==> src/rtl/shift_pipe.sv <==
// shift_pipe: two-stage pipelined shift unit (SRL, SLL, SRA, optional ROR).
// Left shifts are built by bit-reversing the operand, shifting right, and
// reversing the result back, so only one right shifter exists.
// Optional feature macro: SHIFT_ROTATE_EN enables op 2'b11 as rotate right;
// when undefined, op 2'b11 behaves exactly like SRL and no rotate logic exists.
// Handshake: valid/ready on both sides; stage A feeds stage B, out_data = stage B.

module shift_pipe #(
    parameter  int WIDTH = 32,
    localparam int AMTW  = $clog2(WIDTH)
) (
    input  logic             clk,
    input  logic             rst_n,
    input  logic             in_valid,
    output logic             in_ready,
    input  logic [WIDTH-1:0] in_data,
    input  logic [AMTW-1:0]  in_amt,
    input  logic [1:0]       in_op,
    output logic             out_valid,
    input  logic             out_ready,
    output logic [WIDTH-1:0] out_data
);

    localparam logic [1:0] OP_SRL = 2'b00;
    localparam logic [1:0] OP_SLL = 2'b01;
    localparam logic [1:0] OP_SRA = 2'b10;
`ifdef SHIFT_ROTATE_EN
    localparam logic [1:0] OP_ROR = 2'b11;
`endif

    // Stage A state
    logic             a_valid_r;
    logic [WIDTH-1:0] a_data_r;
    logic [AMTW-1:0]  a_amt_r;
    logic [1:0]       a_op_r;
    logic             a_sign_r;

    // Stage B state
    logic             b_valid_r;
    logic [WIDTH-1:0] b_data_r;

    // Handshake and datapath nets
    logic             b_ready_s;
    logic             a_fire_s;
    logic             b_load_s;
    logic             in_is_sll_s;
    logic             in_sign_s;
    logic             a_is_sll_s;
    logic [WIDTH-1:0] in_sel_s;
    logic [WIDTH:0]   shr_ext_s;
    logic [WIDTH-1:0] shr_res_s;
    logic [WIDTH-1:0] core_res_s;
    logic [WIDTH-1:0] b_next_s;

    // Ready chain: stage B frees when empty or draining; stage A frees when
    // empty or able to move into B. Held low while reset is asserted.
    assign b_ready_s = !b_valid_r || out_ready;
    assign in_ready  = rst_n && (!a_valid_r || b_ready_s);
    assign a_fire_s  = in_valid && in_ready;
    assign b_load_s  = a_valid_r && b_ready_s;

    assign in_is_sll_s = (in_op == OP_SLL);
    assign in_sign_s   = (in_op == OP_SRA) ? in_data[WIDTH-1] : 1'b0;
    assign a_is_sll_s  = (a_op_r == OP_SLL);

    // Bit reversal (bit i <-> bit WIDTH-1-i) as per-bit 2:1 selects, once on
    // the way into stage A and once on the way into stage B.
    genvar i;
    generate
        for (i = 0; i < WIDTH; i++) begin : g_rev
            assign in_sel_s[i] = in_is_sll_s ? in_data[WIDTH-1-i] : in_data[i];
            assign b_next_s[i] = a_is_sll_s ? core_res_s[WIDTH-1-i] : core_res_s[i];
        end
    endgenerate

    // Single right shifter: prepending the fill bit and shifting arithmetically
    // makes vacated positions take a_sign (0 for SRL/SLL, msb for SRA).
    always_comb begin
        shr_ext_s = $signed({a_sign_r, a_data_r}) >>> a_amt_r;
        shr_res_s = shr_ext_s[WIDTH-1:0];
    end

`ifdef SHIFT_ROTATE_EN
    logic [2*WIDTH-1:0] rot_ext_s;

    // Rotate right: the low half of {x,x} >> n equals (x >> n) | (x << (WIDTH-n)),
    // and n = 0 naturally yields x.
    always_comb begin
        rot_ext_s = {a_data_r, a_data_r} >> a_amt_r;
        if (a_op_r == OP_ROR) begin
            core_res_s = rot_ext_s[WIDTH-1:0];
        end else begin
            core_res_s = shr_res_s;
        end
    end
`else
    assign core_res_s = shr_res_s;
`endif

    // Stage A register: captures operand (pre-reversed for SLL), amount, op, fill bit.
    always_ff @(posedge clk) begin
        if (!rst_n) begin
            a_valid_r <= 1'b0;
            a_data_r  <= '0;
            a_amt_r   <= '0;
            a_op_r    <= OP_SRL;
            a_sign_r  <= 1'b0;
        end else begin
            if (a_fire_s) begin
                a_valid_r <= 1'b1;
                a_data_r  <= in_sel_s;
                a_amt_r   <= in_amt;
                a_op_r    <= in_op;
                a_sign_r  <= in_sign_s;
            end else if (b_load_s) begin
                a_valid_r <= 1'b0;
            end
        end
    end

    // Stage B register: captures the finished result; data only changes on a load
    // so out_data holds while stalled and after the pipeline drains.
    always_ff @(posedge clk) begin
        if (!rst_n) begin
            b_valid_r <= 1'b0;
            b_data_r  <= '0;
        end else begin
            if (b_ready_s) begin
                b_valid_r <= a_valid_r;
            end
            if (b_load_s) begin
                b_data_r <= b_next_s;
            end
        end
    end

    assign out_valid = b_valid_r;
    assign out_data  = b_data_r;

endmodule
==> config.mk <==
export PLATFORM = sky130hd
export DESIGN_NAME = shift_pipe
export DESIGN_NICKNAME = d
export VERILOG_FILES = /design/src/rtl/shift_pipe.sv
export SDC_FILE = /design/constraint.sdc
export NUM_CORES = 1
export LEC_CHECK = 0
export CAP_MARGIN = 20
export CELL_PAD_IN_SITES_DETAIL_PLACEMENT = 1
export CELL_PAD_IN_SITES_GLOBAL_PLACEMENT = 2
export CORE_ASPECT_RATIO = 0.6
export CORE_MARGIN = 1.5
export CORE_UTILIZATION = 36
export DETAILED_ROUTE_END_ITERATION = 12
export PLACE_DENSITY = 0.92
export SLEW_MARGIN = 20
export SYNTH_ARGS = -nofsm -noshare
export SYNTH_HDL_FRONTEND = slang
export SYNTH_SLANG_ARGS = --single-unit
==> constraint.sdc <==
create_clock -name clk -period 5.3 [get_ports clk]
set_clock_uncertainty 0.1 [all_clocks]
set_input_delay 1.325 -clock clk [delete_from_list [all_inputs] [get_ports clk]]
set_output_delay 1.325 -clock clk [all_outputs]
set_load 0.05 [all_outputs]
==> results of run 1 <==
==> sequential cells by signal, summed over array words and instances, names as in the netlist <==
name       flops
out_valid      1
out_data      32
a_data_r      32
a_amt_r        5
a_valid_r      1
a_sign_r       1
a_op_r         2
==> logic make-up (layout without fill, tap and decap cells) <==
group / after synthesis / in the layout / share of synthesized area, %
compound gates: 181 / 181 / 24.39
mux: 81 / 81 / 20.87
flops: 74 / 74 / 26.86
simple gates: 263 / 263 / 21.39
buf+inv: 73 / 109 / 6.488
==> worst max-delay path: cells and delay by family <==
| family | cells | cell delay, ns |
|---|---|---|
| buffers and inverters | 2 | 1.11 |
| and+or+nand+nor | 3 | 0.56 |
==> final timing paths <==
path,startpoint,to,slack (ns),depth (start not counted)
hold reg to reg,out_data[15],out_data[15],0.36,2
setup reg to reg,a_amt_r[1],out_data[16],2.04,6
hold / removal,out_data[15],out_data[15],0.36,2
setup / recovery,out_ready,in_ready,0.88,5
==> power by group <==
part           internal [W]  switching (W)
clock              0.000450       0.000247
sequential         0.000594      0.0000549
combinational      0.000221       0.000343
total               0.00127       0.000645
==> through the flow <==
stage | hold slack (ns) | instances | total power (W)
global route | 0.3791 | 906 | 0.001990
CTS | 0.3712 | 906 | 0.001911
floorplan | 0.3449 | 672 | 0.001021
global placement | 0.3564 | 890 | 0.001193
finish | 0.3620 | 906 | 0.001910
detailed placement | 0.3625 | 890 | 0.001208
==> routing by layer <==
layer  routed length (um)  GRT usage, %
met1                 9816         37.55
met3                 1966         8.375
met2                 8362         37.81
met4                  255         5.646
met5                    0             0
==> cell usage after synthesis, drive strengths merged (2+ instances only) <==
cell | instances | area (sq um)
nand3 | 44 | 220.2
nand2 | 133 | 499.2
nor4 | 2 | 12.51
and2 | 7 | 46.30
clkbuf | 42 | 157.7
a221o | 12 | 120.1
buf | 27 | 185.2
mux2 | 16 | 180.2
a31oi | 8 | 50.05
o21ai | 32 | 163.9
o22ai | 8 | 50.05
inv | 3 | 11.26
mux2i | 40 | 404.1
a31o | 2 | 17.52
o221ai | 4 | 35.03
nor3 | 4 | 20.02
nand2b | 10 | 62.56
a21o | 3 | 22.52
a22oi | 3 | 22.52
a32oi | 10 | 87.58
a211oi | 6 | 45.04
a21boi | 3 | 22.52
o211a | 32 | 320.3
and3 | 19 | 118.9
o311ai | 3 | 26.28
nor2b | 8 | 50.05
mux4 | 25 | 566.8
dfxtp | 74 | 1481
nor2 | 31 | 116.4
nand4 | 3 | 18.77
a21oi | 31 | 158.9
o211ai | 5 | 37.54
o21a | 3 | 22.52
a221oi | 6 | 52.55
==> layout make-up <==
cell class / count / area share, %
Clock inverter: 4 / 1.093
Timing Repair Buffer: 89 / 13.04
Multi-Input combinational cell: 525 / 55.56
Clock buffer: 12 / 4.013
Inverter: 4 / 0.2261
Sequential cell: 74 / 22.34
Tap cell: 198 / 3.730
==> run summary, run 1 <==
status - finished clean
number of I/O port buffers - 76
sequential cell area fraction in the yosys report - 26.86%
Routed WL per cell - 22.52 um
drt initial violations - 614
total track usage - 26.12%
vias in the first global route - 5652
post-cts hold buffer count - 0
Area Growth Syn to Fin - 20.42%
final hold viol count - 0
most common cell after layout, fill and taps aside - nand2_1
static leakage - 2.755 nW
I/O pins - 77
count of pins over their slew limit - 0
Area after DPL - 6292 sq um
unique cell type count in the Yosys netlist - 58
Via Count - 5666
fin area - 6641 sq um
clock sink count - 74
worst vdd ir - 0.0001372 V
slowest stage delay, CP - 0.70 ns
crit-path max FO - 5
Rows - 34
post-DP HPWL - 14.96 mm
Worst setup SP type - input port
Post-synth ARST share - 0%
Setup crit end kind - output pin
post-cts gate resize count - 0
layout filler cell count - 1761
routability congestion estimate - 0.8972
Synthesized Nets - 715
cell mode on critical path - clkdlybuf4s50_1
first-pass GRT wire length - 32.55 mm
most frequent cells in the layout - 133 x nand2_1, 75 x clkdlybuf4s50_1, 72 x dfxtp_1, 44 x nand3_1, 39 x mux2i_1
Yosys warning count - 0
core area - 14720 sq um
die area - 16100 sq um
Storage cell area - 1484 sq um
Finished Core Util - 45.12%
Final WS setup - 0.8817 ns
Clock Latency Late Sink - 0.34 ns
ant diodes - 0
drt total wl - 20.40 mm
Worst-path clk slew - 0.06 ns
EDFF count, synth - 0
hold crit path type - reg2reg
cell at the slowest stage of the critical path - clkdlybuf4s50_1
largest net degree at the start of global routing - 81
critical path cell sequence - clkdlybuf4s50_1, nor2b_1, nand2_1, and2_1, clkdlybuf4s50_1
height of the die - 98.88 um
Main synth FF type - dfxtp_1
initial antenna violation count - 0
Post-CTS Setup Repair Bufs - 0
maximum root-to-sink buffer count - 2
Post-Synthesis Cells - 672
CTS buffer count - 9
# setup viols final - 0
Layout Nets - 746
crit path DAT - 2.99 ns
crit path kind - in2out
share of cells above drive strength 1 - 11.72%
CTS tree - built
Seq cells post-synth - 74
CTS root buf - clkbuf_16
min Tclk post-route - 4.418 ns
H-Tree Depth - 3
Mapped Area - 5515 sq um
drt drc - 0
Chip Width - 162.8 um
multi-input logic area - 3690 sq um
f_max - 226.3 MHz
unrepaired setup endpoints after global routing - no
Pwr per Cell Area - 287.6 nW/um^2
Via-to-Cell Ratio - 6.254
DR pass1 iterations - 5
initial core utilization - 37.47%
fin crit share - 83.36%
ANT nets after route - 0
Sum Neg Setup Slack - 0 ns
Avg Cell Area, Syn - 8.207 sq um
grt total ovfl - 0
dpl ws - 0.8679 ns
max_cap viols - 0
max_slew headroom - 31.31%
worst-margin pin slew - 1.028 ns
CP Data Required Time - 3.88 ns
No activity file was read; power rests on OpenSTA's default activity.
==> inputs of run 2 (changes only) <==
--- a/config.mk
+++ b/config.mk
@@ -10,9 +10,9 @@
 export CELL_PAD_IN_SITES_GLOBAL_PLACEMENT = 2
 export CORE_ASPECT_RATIO = 0.6
 export CORE_MARGIN = 1.5
-export CORE_UTILIZATION = 36
+export CORE_UTILIZATION = 33
 export DETAILED_ROUTE_END_ITERATION = 12
-export PLACE_DENSITY = 0.92
+export PLACE_DENSITY = 0.86
 export SLEW_MARGIN = 20
 export SYNTH_ARGS = -nofsm -noshare
 export SYNTH_HDL_FRONTEND = slang
==> constraint.sdc (replaced) <==
create_clock -name clk -period 4.3 [get_ports clk]
set_clock_uncertainty 0.1 [all_clocks]
set_input_delay 1.075 -clock clk [delete_from_list [all_inputs] [get_ports clk]]
set_output_delay 1.075 -clock clk [all_outputs]
set_load 0.05 [all_outputs]
==> run 2 against run 1 <==
  * Final cell count increased by 4.9%
  * Sequential cell count unchanged
  * Via count decreased by 0.53%
  * Count of clock-buffer cells in the layout unchanged
  * Largest power group unchanged
  * Design area increased by 2.9%
  * Clock power increased by 42%
  * Setup slack got worse by 0.49 ns
  * Critical path type unchanged
  * Wire length increased by 2.1%
==> run summary, run 2 (synthesized netlist as in run 1, its figures left out) <==
most frequent cells in the layout - 133 x nand2_1, 75 x clkdlybuf4s50_1, 72 x dfxtp_1, 44 x nand3_1, 39 x mux2i_1 (unchanged)
vias in the first global route - 5705 (was 5652)
max_cap viols - 0 (unchanged)
crit path kind - in2out (unchanged)
worst vdd ir - 0.0001526 V (was 0.0001372 V)
initial antenna violation count - 1 (was 0)
Internal Pwr Total - 0.001689 W (was 0.001265 W)
initial core utilization - 33.82% (was 37.47%)
fin crit share - 90.96%
routability congestion estimate - 0.8986 (was 0.8972)
hold crit path type - reg2reg (unchanged)
ant diodes - 0 (unchanged)
post-cts gate resize count - 0 (unchanged)
most common cell after layout, fill and taps aside - nand2_1 (unchanged)
CP Data Required Time - 3.12 ns (was 3.88 ns)
DR pass1 iterations - 5 (unchanged)
min Tclk post-route - 3.911 ns
drt drc - 0 (unchanged)
static leakage - 2.849 nW (was 2.755 nW)
post-cts hold buffer count - 0 (unchanged)
clock sink count - 74 (unchanged)
ANT nets after route - 0 (unchanged)
core area - 16310 sq um (was 14720 sq um)
total track usage - 24.73% (was 26.12%)
share of cells above drive strength 1 - 13.30% (was 11.72%)
max_slew headroom - 36.93% (was 31.31%)
status - finished clean (unchanged)
combinational power share - 28.2% (was 29.5%)
sw power - 0.0008074 W (was 0.0006445 W)
first-pass GRT wire length - 33.09 mm (was 32.55 mm)
I/O pins - 77 (unchanged)
H-Tree Depth - 3 (unchanged)
worst-margin pin slew - 0.9441 ns (was 1.028 ns)
Pwr per Cell Area - 365.2 nW/um^2 (was 287.6 nW/um^2)
CTS buffer count - 9 (unchanged)
clock share of power - 39.5% (was 36.5%)
Reg power frac - 32.2% (was 34.0%)
layout filler cell count - 1946 (was 1761)
Sum Neg Setup Slack - 0 ns (unchanged)
Rows - 36 (was 34)
f_max - 255.7 MHz
die area - 17520 sq um (was 16100 sq um)
height of the die - 103.1 um (was 98.88 um)
Layout Nets - 760 (was 746)
unrepaired setup endpoints after global routing - no (unchanged)
largest net degree at the start of global routing - 81 (unchanged)
count of pins over their slew limit - 0 (unchanged)
Setup crit end kind - output pin (unchanged)
Final WS setup - 0.3887 ns (was 0.8817 ns)
Tot Pwr - 0.002496 W (was 0.001910 W)
post-DP HPWL - 15.68 mm (was 14.96 mm)
Area Growth Syn to Fin - 23.96% (was 20.42%)
Worst-path clk slew - 0.06 ns (about the same)
Via Count - 5636 (was 5666)
CTS root buf - clkbuf_16 (unchanged)
# setup viols final - 0 (unchanged)
grt total ovfl - 0 (unchanged)
Switching Share - 32.34% (was 33.75%)
Post-CTS Setup Repair Bufs - 0 (unchanged)
dpl ws - 0.3718 ns (was 0.8679 ns)
Via-to-Cell Ratio - 5.933 (was 6.254)
Chip Width - 169.9 um (was 162.8 um)
drt initial violations - 429 (was 614)
crit path DAT - 2.74 ns (was 2.99 ns)
maximum root-to-sink buffer count - 2 (unchanged)
Clock Latency Late Sink - 0.35 ns (was 0.34 ns)
number of I/O port buffers - 76 (unchanged)
final hold viol count - 0 (unchanged)
Worst setup SP type - input port (unchanged)
CTS tree - built (unchanged)
drt total wl - 20.83 mm (was 20.40 mm)
crit-path max FO - 5 (unchanged)
Routed WL per cell - 21.93 um (was 22.52 um)
==> run 2: critical path: stages <==
cell             delay, ns
clkdlybuf4s50_1       0.40
nor2b_1               0.27
nand2_1               0.12
and2_1                0.18
clkdlybuf4s50_1       0.70
==> run 2: power by group through the flow <==
stage | combinational (W) | sequential, W | clock (W)
finish | 0.000704 | 0.000805 | 0.000987
global route | 0.000753 | 0.000813 | 0.00103
CTS | 0.000695 | 0.000803 | 0.00100
detailed placement | 0.000692 | 0.000818 | 0
global placement | 0.000677 | 0.000814 | 0
floorplan | 0.000411 | 0.000847 | 0
==> run 2: worst paths after layout <==
path / cells after the start / slack [ns] / startpoint / end
hold / removal: 2 / 0.39 / a_op_r[0] / a_op_r[0]
hold reg to reg: 2 / 0.39 / a_op_r[0] / a_op_r[0]
setup / recovery: 5 / 0.39 / out_ready / in_ready
setup reg to reg: 6 / 1.19 / a_amt_r[1] / out_data[6]
==> run 2: per-layer routing <==
metal  track usage (%)  wire (um)
met1             35.76      10440
met2             37.33       8753
met3             6.257       1488
met4             4.425        143
met5                 0          0
==> run 2: stage by stage <==
stage,area [sq um],utilization [%],instances,hold slack (ns)
after floorplan,5515,-,672,0.3449
after global placement,6447,39.54,934,0.3565
after detailed placement,6447,39.54,934,0.3860
after CTS,6834,41.91,950,0.3961
after global routing,6837,41.93,950,0.4242
final,6837,41.93,950,0.3890
==> run 2: cell type report <==
cell class	count	area (sq um)	area share, %
Timing Repair Buffer	103	983.4	14.39
Inverter	4	15.01	0.2196
Clock inverter	4	120.1	1.757
Multi-Input combinational cell	525	3682	53.86
Tap cell	228	285.3	4.173
Clock buffer	12	266.5	3.898
Sequential cell	74	1484	21.71
==> variant: new RTL, settings of run 2 <==
Set the parameter `WIDTH` to 16 (it was 32).
--- a/src/rtl/shift_pipe.sv
+++ b/src/rtl/shift_pipe.sv
@@ -6,7 +6,7 @@
 // Handshake: valid/ready on both sides; stage A feeds stage B, out_data = stage B.
 
 module shift_pipe #(
-    parameter  int WIDTH = 32,
+    parameter  int WIDTH = 16,
     localparam int AMTW  = $clog2(WIDTH)
 ) (
     input  logic             clk,
Ports: changed (resized in_amt, in_data and out_data); port bits go from 77 to 44. No check against the original RTL was run, so the function may have changed too.
==> variant against run 2 <==
Die area down 49%. Worst hold slack gained 0.020 ns. Register-to-register slack improved by 0.48 ns. Critical path type unchanged. Final area down 51%. Worst setup slack better by 0.53 ns. Synthesized area fell by 50%. Global-route usage down 5.5 points. Clock power shrank 63%. Core utilization rose by 0.28 points. Routed wire length decreased by 61%. Critical endpoint unchanged. Power down 56%. Sequential cell count fell by 33. Highest routed layer unchanged. Maximum frequency increased by 16%.
==> variant: results (changes against run 2) <==
| Metric | Value |
|---|---|
| Status | complete, no violations |
| GR Layer Usage met1 | 0.287 (-0.0708) |
| LEAKAGE | 0.00131 uW (-54%) |
| Met3 wire len | 388 microns (-74%) |
| VDD IR max | 0.000163 V (+7.0%) |
| Worst slack at placement | 0.894 ns (+0.522 ns) |
| Vias/cell | 5.78 (-2.5%) |
| Nets | 376 (-51%) |
| Fill count | 959 (-51%) |
| H-tree Lvls | 2 (-1) |
| Critical path's largest stage delay | 0.40 ns (-0.30 ns) |
| Register area | 821 sq um (-45%) |
| Crit-path leading delay family | simple AND/OR/NAND/NOR gates |
| Largest net degree at the start of global routing | 47 (-42%) |
| Syn avg cell area | 8.38 sq um (+2.1%) |
| Cell variety after synth | 46 (-21%) |
| Worst r2r dst | out_data[11]$_SDFFE_PN0P_ |
| Routability cong. | 0.887 (-1.3%) |
| Commonest cells in the netlist | 53 x nand2_1, 41 x dfxtp_1, 29 x mux2i_1, 23 x clkbuf_1, 21 x o21ai_0 |
| Hpwl dp | 5.98 mm (-62%) |
| Routed len/inst | 17.6 microns (-20%) |
| Count of multi-input gates | 249 (-53%) |
| First-pass GRT wire length | 13.3 mm (-60%) |
| Layout cells sized above 1 | 0.0912 (-0.0418) |
| Ys flop type | dfxtp_1 |
| Clock-cell share | 0.0424 (-0.0142) |
| WHS | 0.409 ns (+0.0196 ns) |
| Wire length on met2 | 3.35 mm (-62%) |
| R2R setup slack | 1.67 ns (+0.48 ns) |
| Global Route Usage Sum | 0.192 (-0.0555) |
| Top post-synthesis cells by area | dfxtp_1 30%, mux2i_1 11%, nand2_1 7.2% |
| Invs w/o clock | 3 (-1) |
| Number of global-route vias before repair | 2525 (-56%) |
| Inst Count DP | 451 (-52%) |
| M2 GR Usage | 0.282 (-0.0911) |
| Post-synthesis register bit count | 41 (-45%) |
| Fin cells | 459 (-52%) |
| Non-CTS buffers | 50 (-51%) |
-- variant: tightest hold or removal path: stages (launching register included) --
cell and delay, ns:
dfxtp_1 0.32, nand2_1 0.08, o21ai_0 0.07
-- variant: worst max-delay path by stage --
stage	from	endpoint	cells after the start
final	out_ready	in_ready	5
after floorplan	rst_n	in_ready	3
after global routing	out_ready	in_ready	5
after detailed placement	out_ready	in_ready	5
after global placement	out_ready	in_ready	5
after CTS	out_ready	in_ready	5
-- variant: power by group --
part	leakage [uW]	internal [uW]	total, uW	switching (uW)
Sequential	0.000337	405	447	41.5
Clock	0.0000696	213	369	156
Combinational	0.000903	124	281	157
-- variant: cells by family after synthesis --
group	after synthesis	share of synthesized area
AND/OR/NAND/NOR	119	0.206
buffers and inverters	39	0.0631
multiplexers	45	0.209
flip-flops	41	0.298
AO/OA/AOI/OAI	85	0.224
